<file path="src/rtl/change_dispenser.sv">
`timescale 1ns/1ps
// change_dispenser: queues candy/coin ejection requests and drives one ejector
// motor at a time, confirming each drop on a synchronized sensor edge.
//
// state   | meaning
// --------+------------------------------------------------------------
// S_IDLE  | nothing in flight; start an item as soon as any count is nonzero
// S_DRIVE | latched motor on for PULSE_W cycles
// S_WAIT  | motor off, watching for a drop edge for up to TIMEOUT cycles
// S_GAP   | GAP_W quiet cycles after a confirmed drop, then next item or done
// S_FAULT | retries exhausted; motors off until clear_fault flushes the queue
module change_dispenser #(
  parameter int PULSE_W = 4,
  parameter int TIMEOUT = 64,
  parameter int GAP_W   = 2,
  parameter int RETRIES = 2
) (
  input  logic       clk,
  input  logic       reset,
  input  logic       candy,
  input  logic [2:0] change_beg,
  input  logic       change_obeg,
  input  logic       drop_sense,
  input  logic       clear_fault,
  output logic       motor_candy,
  output logic       motor_beg,
  output logic       motor_obeg,
  output logic       busy,
  output logic       done,
  output logic       fault,
  output logic       overrun
);

  localparam int TMAX = (PULSE_W > TIMEOUT) ? ((PULSE_W > GAP_W) ? PULSE_W : GAP_W)
                                            : ((TIMEOUT > GAP_W) ? TIMEOUT : GAP_W);
  localparam int TW   = (TMAX < 2) ? 1 : $clog2(TMAX);
  localparam int AW   = (RETRIES < 2) ? 1 : $clog2(RETRIES + 1);

  typedef enum logic [2:0] {S_IDLE, S_DRIVE, S_WAIT, S_GAP, S_FAULT} state_t;
  typedef enum logic [1:0] {T_CANDY, T_BEG, T_OBEG} item_t;

  state_t          state;
  item_t           item;
  item_t           next_item;
  logic [TW-1:0]   timer;
  logic [AW-1:0]   attempts;
  logic [2:0]      pend_candy;
  logic [4:0]      pend_beg;
  logic [2:0]      pend_obeg;
  logic [5:0]      sum_candy, sum_beg, sum_obeg;
  logic            ovf;
  logic            any_pend;
  logic            dec_candy, dec_beg, dec_obeg;
  logic            flush;
  logic            sync_1, sync_2, sync_3;
  logic            drop_edge;

  // one-hot motor pattern {candy, beg, obeg} for an item type
  function automatic logic [2:0] motor_sel(input item_t it);
    case (it)
      T_CANDY: motor_sel = 3'b100;
      T_BEG:   motor_sel = 3'b010;
      T_OBEG:  motor_sel = 3'b001;
      default: motor_sel = 3'b000;
    endcase
  endfunction

  // sensor synchronizer plus one extra stage for rising-edge detection
  always_ff @(posedge clk or negedge reset) begin
    if (!reset) begin
      sync_1 <= 1'b0;
      sync_2 <= 1'b0;
      sync_3 <= 1'b0;
    end else begin
      sync_1 <= drop_sense;
      sync_2 <= sync_1;
      sync_3 <= sync_2;
    end
  end

  assign drop_edge = sync_2 & ~sync_3;
  assign any_pend  = (pend_candy != '0) | (pend_beg != '0) | (pend_obeg != '0);
  assign busy      = any_pend | (state != S_IDLE);
  assign flush     = (state == S_FAULT) & clear_fault;

  // confirmed drops decrement only the latched type, never below zero
  always_comb begin
    dec_candy = (state == S_WAIT) & drop_edge & (item == T_CANDY) & (pend_candy != '0);
    dec_beg   = (state == S_WAIT) & drop_edge & (item == T_BEG)   & (pend_beg   != '0);
    dec_obeg  = (state == S_WAIT) & drop_edge & (item == T_OBEG)  & (pend_obeg  != '0);
    sum_candy = 6'(pend_candy) + 6'(candy)       - 6'(dec_candy);
    sum_beg   = 6'(pend_beg)   + 6'(change_beg)  - 6'(dec_beg);
    sum_obeg  = 6'(pend_obeg)  + 6'(change_obeg) - 6'(dec_obeg);
    ovf       = (sum_candy > 6'd7) | (sum_beg > 6'd31) | (sum_obeg > 6'd7);
  end

  // priority selection of the next item to eject
  always_comb begin
    if (pend_candy != '0)    next_item = T_CANDY;
    else if (pend_beg != '0) next_item = T_BEG;
    else                     next_item = T_OBEG;
  end

  // pending counters with saturation and sticky overrun
  always_ff @(posedge clk or negedge reset) begin
    if (!reset) begin
      pend_candy <= '0;
      pend_beg   <= '0;
      pend_obeg  <= '0;
      overrun    <= 1'b0;
    end else if (flush) begin
      pend_candy <= '0;
      pend_beg   <= '0;
      pend_obeg  <= '0;
    end else begin
      pend_candy <= (sum_candy > 6'd7)  ? 3'd7  : sum_candy[2:0];
      pend_beg   <= (sum_beg   > 6'd31) ? 5'd31 : sum_beg[4:0];
      pend_obeg  <= (sum_obeg  > 6'd7)  ? 3'd7  : sum_obeg[2:0];
      overrun    <= overrun | ovf;
    end
  end

  // sequencing FSM with registered motor, done and fault outputs
  always_ff @(posedge clk or negedge reset) begin
    if (!reset) begin
      state       <= S_IDLE;
      item        <= T_CANDY;
      timer       <= '0;
      attempts    <= '0;
      motor_candy <= 1'b0;
      motor_beg   <= 1'b0;
      motor_obeg  <= 1'b0;
      done        <= 1'b0;
      fault       <= 1'b0;
    end else begin
      done <= 1'b0;
      case (state)
        S_IDLE: begin
          if (any_pend) begin
            item     <= next_item;
            attempts <= '0;
            timer    <= TW'(PULSE_W - 1);
            {motor_candy, motor_beg, motor_obeg} <= motor_sel(next_item);
            state    <= S_DRIVE;
          end
        end
        S_DRIVE: begin
          if (timer == '0) begin
            {motor_candy, motor_beg, motor_obeg} <= 3'b000;
            timer <= TW'(TIMEOUT - 1);
            state <= S_WAIT;
          end else begin
            timer <= timer - TW'(1);
          end
        end
        S_WAIT: begin
          if (drop_edge) begin
            timer <= TW'(GAP_W - 1);
            state <= S_GAP;
          end else if (timer == '0) begin
            if (attempts == AW'(RETRIES)) begin
              fault <= 1'b1;
              state <= S_FAULT;
            end else begin
              attempts <= attempts + AW'(1);
              timer    <= TW'(PULSE_W - 1);
              {motor_candy, motor_beg, motor_obeg} <= motor_sel(item);
              state    <= S_DRIVE;
            end
          end else begin
            timer <= timer - TW'(1);
          end
        end
        S_GAP: begin
          if (timer != '0) begin
            timer <= timer - TW'(1);
          end else if (any_pend) begin
            item     <= next_item;
            attempts <= '0;
            timer    <= TW'(PULSE_W - 1);
            {motor_candy, motor_beg, motor_obeg} <= motor_sel(next_item);
            state    <= S_DRIVE;
          end else begin
            done  <= 1'b1;
            state <= S_IDLE;
          end
        end
        S_FAULT: begin
          if (clear_fault) begin
            fault <= 1'b0;
            state <= S_IDLE;
          end
        end
        default: state <= S_IDLE;
      endcase
    end
  end

endmodule

</file>
<file path="config.mk">
export PLATFORM = sky130hd
export DESIGN_NAME = change_dispenser
export DESIGN_NICKNAME = d
export VERILOG_FILES = /design/src/rtl/change_dispenser.sv
export SDC_FILE = /design/constraint.sdc
export NUM_CORES = 1
export LEC_CHECK = 0
export ABC_AREA = 1
export CORE_UTILIZATION = 40
export CTS_CLUSTER_DIAMETER = 200
export CTS_CLUSTER_SIZE = 28
export DETAILED_ROUTE_END_ITERATION = 6
export PLACE_DENSITY_LB_ADDON = 0.2
export SETUP_SLACK_MARGIN = 0.05
export SLEW_MARGIN = 20
export SYNTH_ARGS = -nofsm -noshare
export SYNTH_HDL_FRONTEND = slang
export SYNTH_SLANG_ARGS = --single-unit
</file>
<file path="constraint.sdc">
create_clock -name clk -period 3.21 [get_ports clk]
set_input_delay 0.8025 -clock clk [delete_from_list [all_inputs] [get_ports clk]]
set_output_delay 0.8025 -clock clk [all_outputs]
set_load 0.005 [all_outputs]
</file>
==> metrics.txt <==
Yosys warnings 0; status complete, no violations; largest net degree at the start of global routing 34; slowest stage delay, CP 500 ps; initial core utilization 42.04%; final core utilization 47.97%; critical-path maximum fanout 10; CP arrival 3130 ps; layout cells sized above 1 11.08%; GPL Wtd Cong 0.8629; Hold Vio Cnt, Final 0; Routed WL per cell 11.99 µm; CP Cell Sequence inv_4, nand2_4, nor2_8, nand3_4, nor4_1, ha_1, inv_1, ha_1, fa_1, nand2_1, nand2_1, a21o_1, and2_1, o21ai_0, nand2_1, inv_1; worst skew pair latency 290 ps; Critical Path Most Common Cell nand2_1; dpl hpwl 3.899 mm; Total Wirelength 5.118 mm; Mapped Cells 330; core area 5991 µm²; commonest non-fill, non-tap cell in the layout nand2_1; DR vias 2067; Max Slew Vio Count 0; Slew @ Worst Pin 497.1 ps; clock slew at reported path FFs 70 ps; Die ar. 6618 µm²; sequential element share of the synthesized area 32.79%; Hold-fix buffers, CTS 0; Setup Fix Bufs, Post-CTS 0; CP delay by family, top simple AND/OR/NAND/NOR gates; clk buf depth 2; Max-Cap Viols 0; crit start category flop; initial drt markers 124; post-synth top area share 32.79%; GRT Overall Usage 17.91%; initial antenna violation count 0; CTS resizes 0; clk root buf clkbuf_8; CP required 3450 ps; FP Rows 28; critical path class flop to flop; Critical Path End Type flop; placed cell area 2758 µm²; Tcrit/Tclk final 90.13%; Avg Inst Size Synth 7.632 µm²; Static Leak 0.001519 µW; Synth Cell Area 2519 µm²; Fin Setup TNS 0 ps; CTS tree yes; grt ovf 0; Final #Nets 384; CTS buffer count 5; vias in the first global route 2008; RSZ-0062 raised after global routing false; Num Clock Sinks 33; Period minus WS final 2893 ps; I/O Buffers 15; Vias/cell 4.841; FILL cells 597; fmax 345.7 MHz; most frequent cells in the layout nand2_1, inv_1, dfrtp_1; Residual DRC 0; Initial DRT Pass Iterations 4; H-tree Lvls 2; Yosys reg bits 33; die height 81.35 µm; PwrDens 931.5 nW/µm²; Worst slew margin 66.86%; Setup Viol. Count Final 0; Peak VDD IR 0.3459 mV; Synth area leaders dfrtp_1, nand2_1, ha_1; HP Class flop to flop; Worst Skew 5.347 ps; largest area contributor in the netlist dfrtp_1; die width 81.35 µm; area delta synth->final 14.11%; synth unique cells 35; Critical Path Slowest Stage Cell dfrtp_1; ANT cells 0; CP Buf/Inv Count 3; global-route wire length before repair 8.970 mm; I/O pin count 16; antenna viol nets, final 0; Syn Nets 363; fin area 2874 µm²
## metrics by stage
step | hold slack [ps] | instances | total power [µW] | setup slack [ps]
2_1_floorplan | 331.2 | 330 | 1954 | 642.0
3_3_place_gp | 333.5 | 419 | 2244 | 359.7
3_5_place_dp | 335.8 | 419 | 2268 | 323.2
4_1_cts | 352.5 | 427 | 2702 | 295.3
5_1_grt | 365.2 | 427 | 2968 | 62.88
6_report | 356.5 | 427 | 2677 | 317.0
## flip-flops by register name (all words and copies together), names as in the netlist, 2 cells and up
name        count
pend_obeg       3
pend_candy      3
pend_beg        5
state           3
timer           6
item            2
attempts        2
## final timing paths
path,start,end,slack (ps),depth (start not counted)
setup / recovery,state[2]$_DFFE_PN0P_,pend_beg[4]$_DFF_PN0_,320,16
setup reg to reg,state[2]$_DFFE_PN0P_,pend_beg[4]$_DFF_PN0_,320,16
hold reg to reg,sync_1$_DFF_PN0_,sync_2$_DFF_PN0_,360,0
min in group asynchronous,reset,pend_obeg[2]$_DFF_PN0_,920,2
hold / removal,sync_1$_DFF_PN0_,sync_2$_DFF_PN0_,360,0
max in group asynchronous,reset,timer[5]$_DFFE_PN0P_,1970,2
## cells by family (layout without fill, tap and decap cells)
kind of cell	count (synthesis)	in the layout	share of synthesized area [%]
xor gates and xnor gates	3	3	1.043
buffers and inverters	66	88	10.13
and+or+nand+nor	171	171	35.37
adders and majority gates	24	24	12.82
AOI/OAI and AO/OA	33	33	7.849
DFF	33	33	32.79
## synthesized netlist by cell type
library cell / count
nand2_1: 80
inv_1: 59
dfrtp_1: 33
nand3_1: 28
nor2_1: 25
ha_1: 21
a21oi_1: 12
nand4_1: 9
o21ai_0: 9
nand2_4: 5
a21oi_2: 4
inv_2: 4
nand3_4: 4
nor2_2: 4
nor3_1: 4
fa_1: 3
o211ai_1: 3
xor2_1: 3
nand2_2: 2
nand3_2: 2
nor2_8: 2
a21o_1: 1
a31oi_1: 1
and2_1: 1
buf_2: 1
buf_4: 1
inv_4: 1
nor2_4: 1
nor3_2: 1
nor3_4: 1
nor4_1: 1
o2111ai_1: 1
o21a_1: 1
o21ai_1: 1
or2_1: 1
## power breakdown
part / switching (µW) / total (µW) / internal, µW
registers: 117 / 670 / 553
clock network: 165 / 418 / 253
logic: 993 / 1590 / 596
total: 1270 / 2680 / 1400
## area by class of cell
| type | count | area [µm²] | area share (%) |
|---|---|---|---|
| Clock buffer | 7 | 86.33 | 3.004 |
| Inverter | 64 | 242.7 | 8.446 |
| Clock inverter | 1 | 30.03 | 1.045 |
| Sequential cell | 33 | 825.8 | 28.73 |
| Multi-Input combinational cell | 231 | 1438 | 50.02 |
| Timing Repair Buffer | 16 | 157.7 | 5.485 |
| Tap cell | 75 | 93.84 | 3.265 |
## routing by layer
metal  track usage (%)  wire length, µm  vias up
li1                  -                -     1093
met1             23.58             2564      939
met2             28.83             2303       28
met3             3.708              166        7
met4             6.250               84        0
met5                 0                0        -
Power figures use the tool's default switching activity.
